--- src/rtl/controller_scanner_pkg.sv ---
// rtl/controller_scanner_pkg.sv - shared types and constants for the controller scanner
package controller_scanner_pkg;

    localparam int NUM_BUTTONS_DEFAULT = 8;

    // Bit positions within buttons_n; A is shifted out first.
    localparam int BTN_A      = 7;
    localparam int BTN_B      = 6;
    localparam int BTN_SELECT = 5;
    localparam int BTN_START  = 4;
    localparam int BTN_UP     = 3;
    localparam int BTN_DOWN   = 2;
    localparam int BTN_LEFT   = 1;
    localparam int BTN_RIGHT  = 0;

    typedef enum logic [2:0] {
        IDLE   = 3'd0,
        LATCH  = 3'd1,
        LOW    = 3'd2,
        HIGH   = 3'd3,
        COMMIT = 3'd4
    } scan_state_t;

endpackage

--- src/rtl/sync_2ff_m.sv ---
// rtl/sync_2ff_m.sv - generic 1-bit two-flop synchroniser
module sync_2ff_m #(
    parameter logic RESET_VALUE = 1'b1
) (
    input  logic i_clk,
    input  logic i_rst,
    input  logic i_d,
    output logic o_q
);

    logic r_meta;
    logic r_sync;

    always_ff @(posedge i_clk) begin
        if (i_rst) begin
            r_meta <= RESET_VALUE;
            r_sync <= RESET_VALUE;
        end else begin
            r_meta <= i_d;
            r_sync <= r_meta;
        end
    end

    assign o_q = r_sync;

endmodule

--- src/rtl/controller_scanner.sv ---
// rtl/controller_scanner.sv - polls two serial controllers and commits both button bytes atomically
module controller_scanner
    import controller_scanner_pkg::*;
#(
    parameter int HALF_PERIOD = 6,
    parameter int NUM_BUTTONS = NUM_BUTTONS_DEFAULT
) (
    input  logic                   clk_1,
    input  logic                   rst,
    input  logic                   start,
    input  logic                   clear_press,
    input  logic                   controller_1_data_in_B,
    input  logic                   controller_2_data_in_B,
    output logic                   controller_clk,
    output logic                   controller_latch,
    output logic [NUM_BUTTONS-1:0] buttons_1,
    output logic [NUM_BUTTONS-1:0] buttons_2,
    output logic [NUM_BUTTONS-1:0] new_press_1,
    output logic [NUM_BUTTONS-1:0] new_press_2,
    output logic                   busy,
    output logic                   done
);

    if (HALF_PERIOD < 3) begin : g_bad_half_period
        $error("controller_scanner: HALF_PERIOD must be >= 3");
    end

    localparam int CNT_W = $clog2(2 * HALF_PERIOD);
    localparam int BIT_W = (NUM_BUTTONS > 1) ? $clog2(NUM_BUTTONS) : 1;

    scan_state_t            r_state;
    scan_state_t            w_next_state;
    logic [CNT_W-1:0]       r_cnt;
    logic [BIT_W-1:0]       r_bit;
    logic                   w_phase_last;
    logic                   r_clk;
    logic                   r_latch;
    logic                   r_done;
    logic [NUM_BUTTONS-1:0] r_shadow_1;
    logic [NUM_BUTTONS-1:0] r_shadow_2;
    logic [NUM_BUTTONS-1:0] r_buttons_1;
    logic [NUM_BUTTONS-1:0] r_buttons_2;
    logic [NUM_BUTTONS-1:0] r_new_press_1;
    logic [NUM_BUTTONS-1:0] r_new_press_2;
    logic                   w_data_1_B;
    logic                   w_data_2_B;

    // Lines idle high (released), so the synchronisers reset to 1.
    sync_2ff_m #(.RESET_VALUE(1'b1)) u_sync_1 (
        .i_clk (clk_1),
        .i_rst (rst),
        .i_d   (controller_1_data_in_B),
        .o_q   (w_data_1_B)
    );

    sync_2ff_m #(.RESET_VALUE(1'b1)) u_sync_2 (
        .i_clk (clk_1),
        .i_rst (rst),
        .i_d   (controller_2_data_in_B),
        .o_q   (w_data_2_B)
    );

    always_comb begin
        w_phase_last = 1'b0;
        w_next_state = r_state;
        case (r_state)
            IDLE: begin
                if (start) w_next_state = LATCH;
            end
            LATCH: begin
                w_phase_last = (r_cnt == CNT_W'(2 * HALF_PERIOD - 1));
                if (w_phase_last) w_next_state = LOW;
            end
            LOW: begin
                w_phase_last = (r_cnt == CNT_W'(HALF_PERIOD - 1));
                if (w_phase_last) begin
                    w_next_state = (r_bit == BIT_W'(NUM_BUTTONS - 1)) ? COMMIT : HIGH;
                end
            end
            HIGH: begin
                w_phase_last = (r_cnt == CNT_W'(HALF_PERIOD - 1));
                if (w_phase_last) w_next_state = LOW;
            end
            COMMIT: begin
                w_next_state = IDLE;
            end
            default: begin
                w_next_state = IDLE;
            end
        endcase
    end

    always_ff @(posedge clk_1) begin
        if (rst) begin
            r_state       <= IDLE;
            r_cnt         <= '0;
            r_bit         <= '0;
            r_clk         <= 1'b0;
            r_latch       <= 1'b0;
            r_done        <= 1'b0;
            r_shadow_1    <= '0;
            r_shadow_2    <= '0;
            r_buttons_1   <= '0;
            r_buttons_2   <= '0;
            r_new_press_1 <= '0;
            r_new_press_2 <= '0;
        end else begin
            r_state <= w_next_state;
            // Pin outputs decode the next state so they come straight off flops.
            r_latch <= (w_next_state == LATCH);
            r_clk   <= (w_next_state == HIGH);
            r_done  <= (r_state == COMMIT);

            if (r_state == IDLE || w_next_state != r_state) begin
                r_cnt <= '0;
            end else begin
                r_cnt <= r_cnt + 1'b1;
            end

            if (r_state == IDLE) begin
                r_bit <= '0;
            end else if (r_state == HIGH && w_phase_last) begin
                r_bit <= r_bit + 1'b1;
            end

            if (r_state == LOW && w_phase_last) begin
                r_shadow_1 <= {r_shadow_1[NUM_BUTTONS-2:0], ~w_data_1_B};
                r_shadow_2 <= {r_shadow_2[NUM_BUTTONS-2:0], ~w_data_2_B};
            end

            // A coincident clear drops only the old flags; edges found now survive.
            if (r_state == COMMIT) begin
                r_buttons_1   <= r_shadow_1;
                r_buttons_2   <= r_shadow_2;
                r_new_press_1 <= (clear_press ? '0 : r_new_press_1) | (r_shadow_1 & ~r_buttons_1);
                r_new_press_2 <= (clear_press ? '0 : r_new_press_2) | (r_shadow_2 & ~r_buttons_2);
            end else if (clear_press) begin
                r_new_press_1 <= '0;
                r_new_press_2 <= '0;
            end
        end
    end

    assign controller_clk   = r_clk;
    assign controller_latch = r_latch;
    assign buttons_1        = r_buttons_1;
    assign buttons_2        = r_buttons_2;
    assign new_press_1      = r_new_press_1;
    assign new_press_2      = r_new_press_2;
    assign busy             = (r_state != IDLE);
    assign done             = r_done;

endmodule

--- config.mk ---
export PLATFORM = sky130hd
export DESIGN_NAME = controller_scanner
export DESIGN_NICKNAME = d
export VERILOG_FILES = /design/src/rtl/controller_scanner_pkg.sv /design/src/rtl/sync_2ff_m.sv /design/src/rtl/controller_scanner.sv
export SDC_FILE = /design/constraint.sdc
export NUM_CORES = 1
export LEC_CHECK = 0
export CORE_AREA = 2 2 73 75
export CTS_BUF_LIST = sky130_fd_sc_hd__clkbuf_16
export CTS_CLUSTER_DIAMETER = 50
export CTS_CLUSTER_SIZE = 8
export DETAILED_ROUTE_END_ITERATION = 6
export DIE_AREA = 0 0 75 77
export PLACE_DENSITY = 0.79
export SYNTH_ARGS = -nofsm -noshare
export SYNTH_HDL_FRONTEND = slang
export SYNTH_HIERARCHICAL = 1
export SYNTH_SLANG_ARGS = --single-unit
--- constraint.sdc ---
create_clock -name clk_1 -period 1.9 [get_ports clk_1]
set_input_delay 0.38 -clock clk_1 [delete_from_list [all_inputs] [get_ports clk_1]]
set_output_delay 0.38 -clock clk_1 [all_outputs]
set_load 0.01 [all_outputs]
==> results_dict.tcl, run 1 <==
set metrics [dict create \
    setup_violations 0 \
    path_class "register to output port" \
    grt_pass1_wl_microns 8031 \
    grt_max_degree 57 \
    start_kind "register" \
    r2r_end "r_cnt[2]$_SDFF_PP0_" \
    fmax_mhz 570.1 \
    synth_seq_area_share_pct 51.28 \
    worstSetupEndpointType "output port" \
    die_w_microns 75 \
    routed_wl_microns 4616 \
    layout.nets 316 \
    synth_top_cells_by_count "65 x dfxtp_1, 35 x nand2_1, 33 x a21oi_1" \
    detail_route.vias_per_cell 4.963 \
    fin_crit_sh_pct 92.31 \
    cts_setup_buffers 0 \
    num_rows 26 \
    synth_warnings 6 \
    core-area_sq_mm 0.004977 \
    syn-cell-area_sq_mm 0.002537 \
    hold_class "register to register" \
    cts_root_buffer "clkbuf_16" \
    required_ns 1.52 \
    stdcell_count 380 \
    clkLatencyLatePin_ns 0.32 \
    synthTopCellsByArea "dfxtp_1 51%, mux2i_1 6.7%, a21oi_1 6.5%, nand2_1 5.2%, nand3b_1 5.0%" \
    tns_ns 0 \
    syn_nets 276 \
    track_usage_pct 18.20 \
    synth.most_common_cell "dfxtp_1" \
    r2r_setup_slack_ns 0.30 \
    hold_viol_final 0 \
    avgSynthCellArea_sq_um 9.539 \
    antenna_found_initial 0 \
    area.growth.synth_to_final_pct 28.60 \
    syn_inst 266 \
    synth_cell_types 36 \
    clockBufferDepth 2 \
    finalWeightedCongestion 0.8502 \
    post-route-cell-area_sq_mm 0.003263 \
    powerDensity_mw_per_mm2 912.7 \
    slew_violations 0 \
    critPathMaxFanout 9 \
    portBuffers 41 \
    r2r-start "r_cnt[0]$_SDFF_PP0_" \
    worstMarginPinSlew_ns 0.6158 \
    grt_pass1_vias 1749 \
    hold_end "u_sync_1/o_q$_SDFF_PP1_" \
    first_pass_iters 4 \
    utilization_pct 65.56 \
    postRouteAntennaNets 0 \
    wl_per_cell_microns 12.15 \
    vias 1886 \
    path_clk_slew_ns 0.05 \
    async_reset_ff_share_pct 0 \
    die_h_microns 77 \
    r2r_cells 5 \
    initial_utilization_pct 50.98 \
    numCtsBuffers 9 \
    final_layout_size_suffix_gt1_share_pct 8.387 \
    ys.flop_type "dfxtp_1" \
    cts_tree "yes" \
    antennaDiodeCount 0 \
    nFillCells 420 \
    yosys_register_bits 65 \
    cts_sinks 65 \
    dpl.cell_count 365 \
    outcome "finished, final reports clean" \
    synth_top_area_cell "dfxtp_1" \
    clock_skew_ns 0.003597 \
    grt_overflow 0 \
    boundaryPins 42 \
    period_minus_slack_ns 1.754 \
    crit_arrival_ns 1.37 \
    relSlewSlack_pct 58.84 \
    maxCapViolations 0 \
    cts_hold_buf 0 \
    place_area_sq_mm 0.002988 \
    drt_iter0_markers 117 \
    route.detailed.drc 0 \
    cts_max_level 3 \
    hpwl_microns 2968 \
    ir_drop_mv 0.5477 \
    hold_depth 1 \
    synth_edf_count 0 \
    rsz0062_at_grt "no" \
    p_leak_nw 1.152 \
    hp-start "u_sync_1/r_meta$_SDFF_PP1_" \
    die_area_sq_mm 0.005775 \
    synth_top_area_share_pct 51.28 \
]
registers in the layout (all words and copies together) (netlist names):
signal	cells
buttons_1	8
buttons_2	8
controller_clk	1
controller_latch	1
done	1
new_press_1	8
new_press_2	8
r_bit	3
r_cnt	4
r_shadow_1	8
r_shadow_2	8
r_state	3
u_sync_1/o_q	1
u_sync_1/r_meta	1
u_sync_2/o_q	1
u_sync_2/r_meta	1
routing by layer:
metal,track usage [%],up-vias,wire [microns]
met5,0,-,0
met3,4.993,13,203
li1,-,978,-
met2,27.89,39,2185
met1,22.36,856,2114
met4,10.71,0,112
cells in the final DEF (no fill, tap or decap), types with 2 or more instances in the layout:
cell,synthesis,routed
nor3_1,3,3
a211oi_2,2,2
ha_1,4,4
xor2_1,2,2
clkinv_1,0,4
clkbuf_16,0,9
nand2b_1,20,20
nor2_2,2,2
nand2_1,35,35
clkdlybuf4s50_1,0,39
a21oi_1,33,33
o21ai_0,2,2
nand3b_1,17,17
buf_4,1,4
dfxtp_1,65,64
mux2i_1,17,17
nand3_1,2,2
nor2_1,23,23
or2_1,4,4
nor4b_1,3,3
report_power, final:
group	switching (mW)	leakage [nW]	internal [mW]
clock	0.536	0.135	0.984
sequential	0.00341	0.526	1.37
combinational	0.0454	0.491	0.0355
worst max-delay path by stage:
stage,cells after the start,to,startpoint
after floorplan,7,r_shadow_1[1]$_SDFFE_PP0P_,r_cnt[0]$_SDFF_PP0_
after global placement,2,busy,r_state[1]$_SDFF_PP0_
after detailed placement,2,busy,r_state[1]$_SDFF_PP0_
after CTS,2,busy,r_state[1]$_SDFF_PP0_
after global routing,2,busy,r_state[1]$_SDFF_PP0_
final,2,busy,r_state[2]$_SDFF_PP0_
metrics by stage:
step | power [mW] | worst slack [ns] | hold WS [ns]
after floorplan | 1.454 | 0.4126 | 0.3832
after global placement | 1.487 | 0.2676 | 0.3861
after detailed placement | 1.487 | 0.2567 | 0.3987
after CTS | 3.011 | 0.1389 | 0.4112
after global routing | 3.077 | 0.09854 | 0.4305
final | 2.978 | 0.1460 | 0.4131
area by class of cell:
class | count | area (sq um) | area share, %
Sequential cell | 65 | 1303 | 39.92
Multi-Input combinational cell | 183 | 1140 | 34.93
Timing Repair Buffer | 46 | 454.2 | 13.92
Clock buffer | 9 | 225.2 | 6.902
Tap cell | 70 | 87.58 | 2.684
Clock inverter | 6 | 50.05 | 1.534
Inverter | 1 | 3.754 | 0.1150
repair_timing:
item,4_1_cts,5_1_grt
endpoints found under the setup margin,1,0
hold endpoints to repair,0,0
gates resized for setup,2,0
logic make-up after synthesis:
family | Yosys count | share of synthesized area, %
xor gates and xnor gates | 3 | 1.036
muxes | 18 | 7.150
AOI/OAI and AO/OA | 41 | 9.123
adders and majority gates | 4 | 1.972
buffers and inverters | 18 | 4.043
and+or+nand+nor | 117 | 25.39
DFF | 65 | 51.28
critical path, stage by stage, from the launching register on:
cell and delay, ns:
dfxtp_1 0.39, or3_1 0.36, dlygate4sd2_1 0.30
Note: power is estimated with default switching activity, not from simulation.
==> inputs of run 2 (changes only) <==
--- a/config.mk
+++ b/config.mk
@@ -5,13 +5,13 @@
 export SDC_FILE = /design/constraint.sdc
 export NUM_CORES = 1
 export LEC_CHECK = 0
-export CORE_AREA = 2 2 73 75
+export CORE_AREA = 2 2 71 73
 export CTS_BUF_LIST = sky130_fd_sc_hd__clkbuf_16
 export CTS_CLUSTER_DIAMETER = 50
 export CTS_CLUSTER_SIZE = 8
 export DETAILED_ROUTE_END_ITERATION = 6
-export DIE_AREA = 0 0 75 77
-export PLACE_DENSITY = 0.79
+export DIE_AREA = 0 0 73 75
+export PLACE_DENSITY = 0.83
 export SYNTH_ARGS = -nofsm -noshare
 export SYNTH_HDL_FRONTEND = slang
 export SYNTH_HIERARCHICAL = 1
==> constraint.sdc (replaced) <==
create_clock -name clk_1 -period 2.11 [get_ports clk_1]
set_input_delay 0.422 -clock clk_1 [delete_from_list [all_inputs] [get_ports clk_1]]
set_output_delay 0.422 -clock clk_1 [all_outputs]
set_load 0.01 [all_outputs]
==> results_dict.tcl, run 2 (same netlist as run 1, synthesis figures left out) <==
set metrics [dict create \
    cts_hold_buf 0 \
    detail_route.vias_per_cell 5.168 \
    fmax_mhz 488.7 \
    cts_sinks 65 \
    r2r_end "r_cnt[0]$_SDFF_PP0_" \
    multiInputGateArea_sq_mm 0.001140 \
    grt_pass1_wl_microns 7997 \
    drt_iter0_markers 155 \
    hold_end "u_sync_2/o_q$_SDFF_PP1_" \
    hold_class "register to register" \
    wl_per_cell_microns 13.18 \
    die_area_sq_mm 0.005475 \
    path_clk_slew_ns 0.05 \
    grt_overflow 0 \
    grt_pass1_vias 1737 \
    hpwl_microns 2983 \
    critPathMaxFanout 9 \
    start_kind "register" \
    track_usage_pct 19.55 \
    layout.nets 314 \
    worstSetupEndpointType "output port" \
    antennaDiodeCount 0 \
    hp-start "u_sync_2/r_meta$_SDFF_PP1_" \
    final_layout_size_suffix_gt1_share_pct 8.091 \
    post_cts_resized 0 \
    finalWeightedCongestion 0.8624 \
    numCtsBuffers 9 \
    fin_crit_sh_pct 96.98 \
    postRouteAntennaNets 0 \
    cts_root_buffer "clkbuf_16" \
    outcome "finished, final reports clean" \
    cts_tree "yes" \
    antenna_found_initial 0 \
    period_minus_slack_ns 2.046 \
    r2r_cells 6 \
    area.growth.synth_to_final_pct 26.97 \
    first_pass_iters 4 \
    die_h_microns 75 \
    routed_wl_microns 4786 \
    cts_max_level 3 \
    clkLatencyLatePin_ns 0.32 \
    stdcell_count 363 \
    clock_skew_ns 0.003733 \
    crit_arrival_ns 1.62 \
    dpl.cell_count 347 \
    hold_depth 1 \
    core-area_sq_mm 0.004661 \
    relSlewSlack_pct 59.35 \
    cts_setup_buffers 0 \
    ir_drop_mv 0.4859 \
    clockBufferDepth 2 \
    ff_latch_area_sq_mm 0.001303 \
    vias 1876 \
    setup_violations 0 \
    worstMarginPinSlew_ns 0.6083 \
    path_class "register to output port" \
    rsz0062_at_grt "no" \
    r2r_setup_slack_ns 0.38 \
    slew_violations 0 \
    final_cell_mix "64 x dfxtp_1, 40 x clkdlybuf4s50_1, 35 x nand2_1" \
    route.detailed.drc 0 \
    whs_ns 0.3992 \
    maxCapViolations 0 \
    powerDensity_mw_per_mm2 832.6 \
    portBuffers 41 \
    die_w_microns 73 \
    r2r-start "r_bit[0]$_SDFFE_PP0P_" \
    grt_max_degree 57 \
    tns_ns 0 \
    p_leak_nw 1.149 \
    initial_utilization_pct 54.44 \
    mostFrequentLayoutCell "dfxtp_1" \
    num_rows 25 \
    required_ns 1.69 \
    hold_viol_final 0 \
    nFillCells 377 \
    boundaryPins 42 \
]
-- run 2: cell count changes in the layout (fill, tap and decap cells not counted), sizes merged --
| cell | previous run | this run |
|---|---|---|
| clkdlybuf4s50 | 39 | 40 |
| buf | 6 | 4 |
| clkinv | 5 | 3 |
| dlygate4sd2 | 1 | 0 |
| inv | 1 | 4 |
-- run 2: worst max path at each step --
| stage | start | end | slack [ns] | depth (start not counted) |
|---|---|---|---|---|
| global route | r_state[1]$_SDFF_PP0_ | busy | 0.002 | 2 |
| finish | r_state[1]$_SDFF_PP0_ | busy | 0.06 | 2 |
| global placement | r_state[0]$_SDFF_PP0_ | busy | 0.39 | 2 |
| floorplan | r_cnt[0]$_SDFF_PP0_ | r_shadow_1[1]$_SDFFE_PP0P_ | 0.62 | 7 |
| detailed placement | r_state[0]$_SDFF_PP0_ | busy | 0.38 | 2 |
| CTS | r_state[0]$_SDFF_PP0_ | busy | 0.02 | 2 |
-- run 2: final cells by class --
cell class / instances / share of cell area (%)
Clock inverter: 7 / 1.709
Inverter: 1 / 0.1165
Tap cell: 54 / 2.097
Multi-Input combinational cell: 183 / 35.38
Sequential cell: 65 / 40.43
Clock buffer: 9 / 6.990
Timing Repair Buffer: 44 / 13.28
-- run 2: report_power, final --
part | internal (mW) | switching (mW) | total (mW)
clock | 0.891 | 0.484 | 1.37
combinational | 0.0286 | 0.0356 | 0.0641
sequential | 1.24 | 0.00677 | 1.24
-- run 2: stage by stage --
| step | setup WS (ns) | util (%) | area (sq um) | power, mW |
|---|---|---|---|---|
| finish | 0.06366 | 69.13 | 3222 | 2.682 |
| global route | 0.001526 | 69.13 | 3222 | 2.762 |
| CTS | 0.02351 | 69.10 | 3221 | 2.713 |
| global placement | 0.3939 | 63.09 | 2940 | 1.332 |
| detailed placement | 0.3777 | 63.09 | 2940 | 1.333 |
| floorplan | 0.6226 | - | 2537 | 1.309 |
-- run 2: per-layer routing --
layer  wire (microns)  track usage [%]
met2             2373            31.03
met4               78            10.91
met1             2103            23.88
met5                0                0
met3              230            5.756
-- run 2: critical path, cell delays in order, from the launching register on --
cell	delay, ns
dfxtp_1	0.38
or3_1	0.43
clkdlybuf4s50_1	0.49
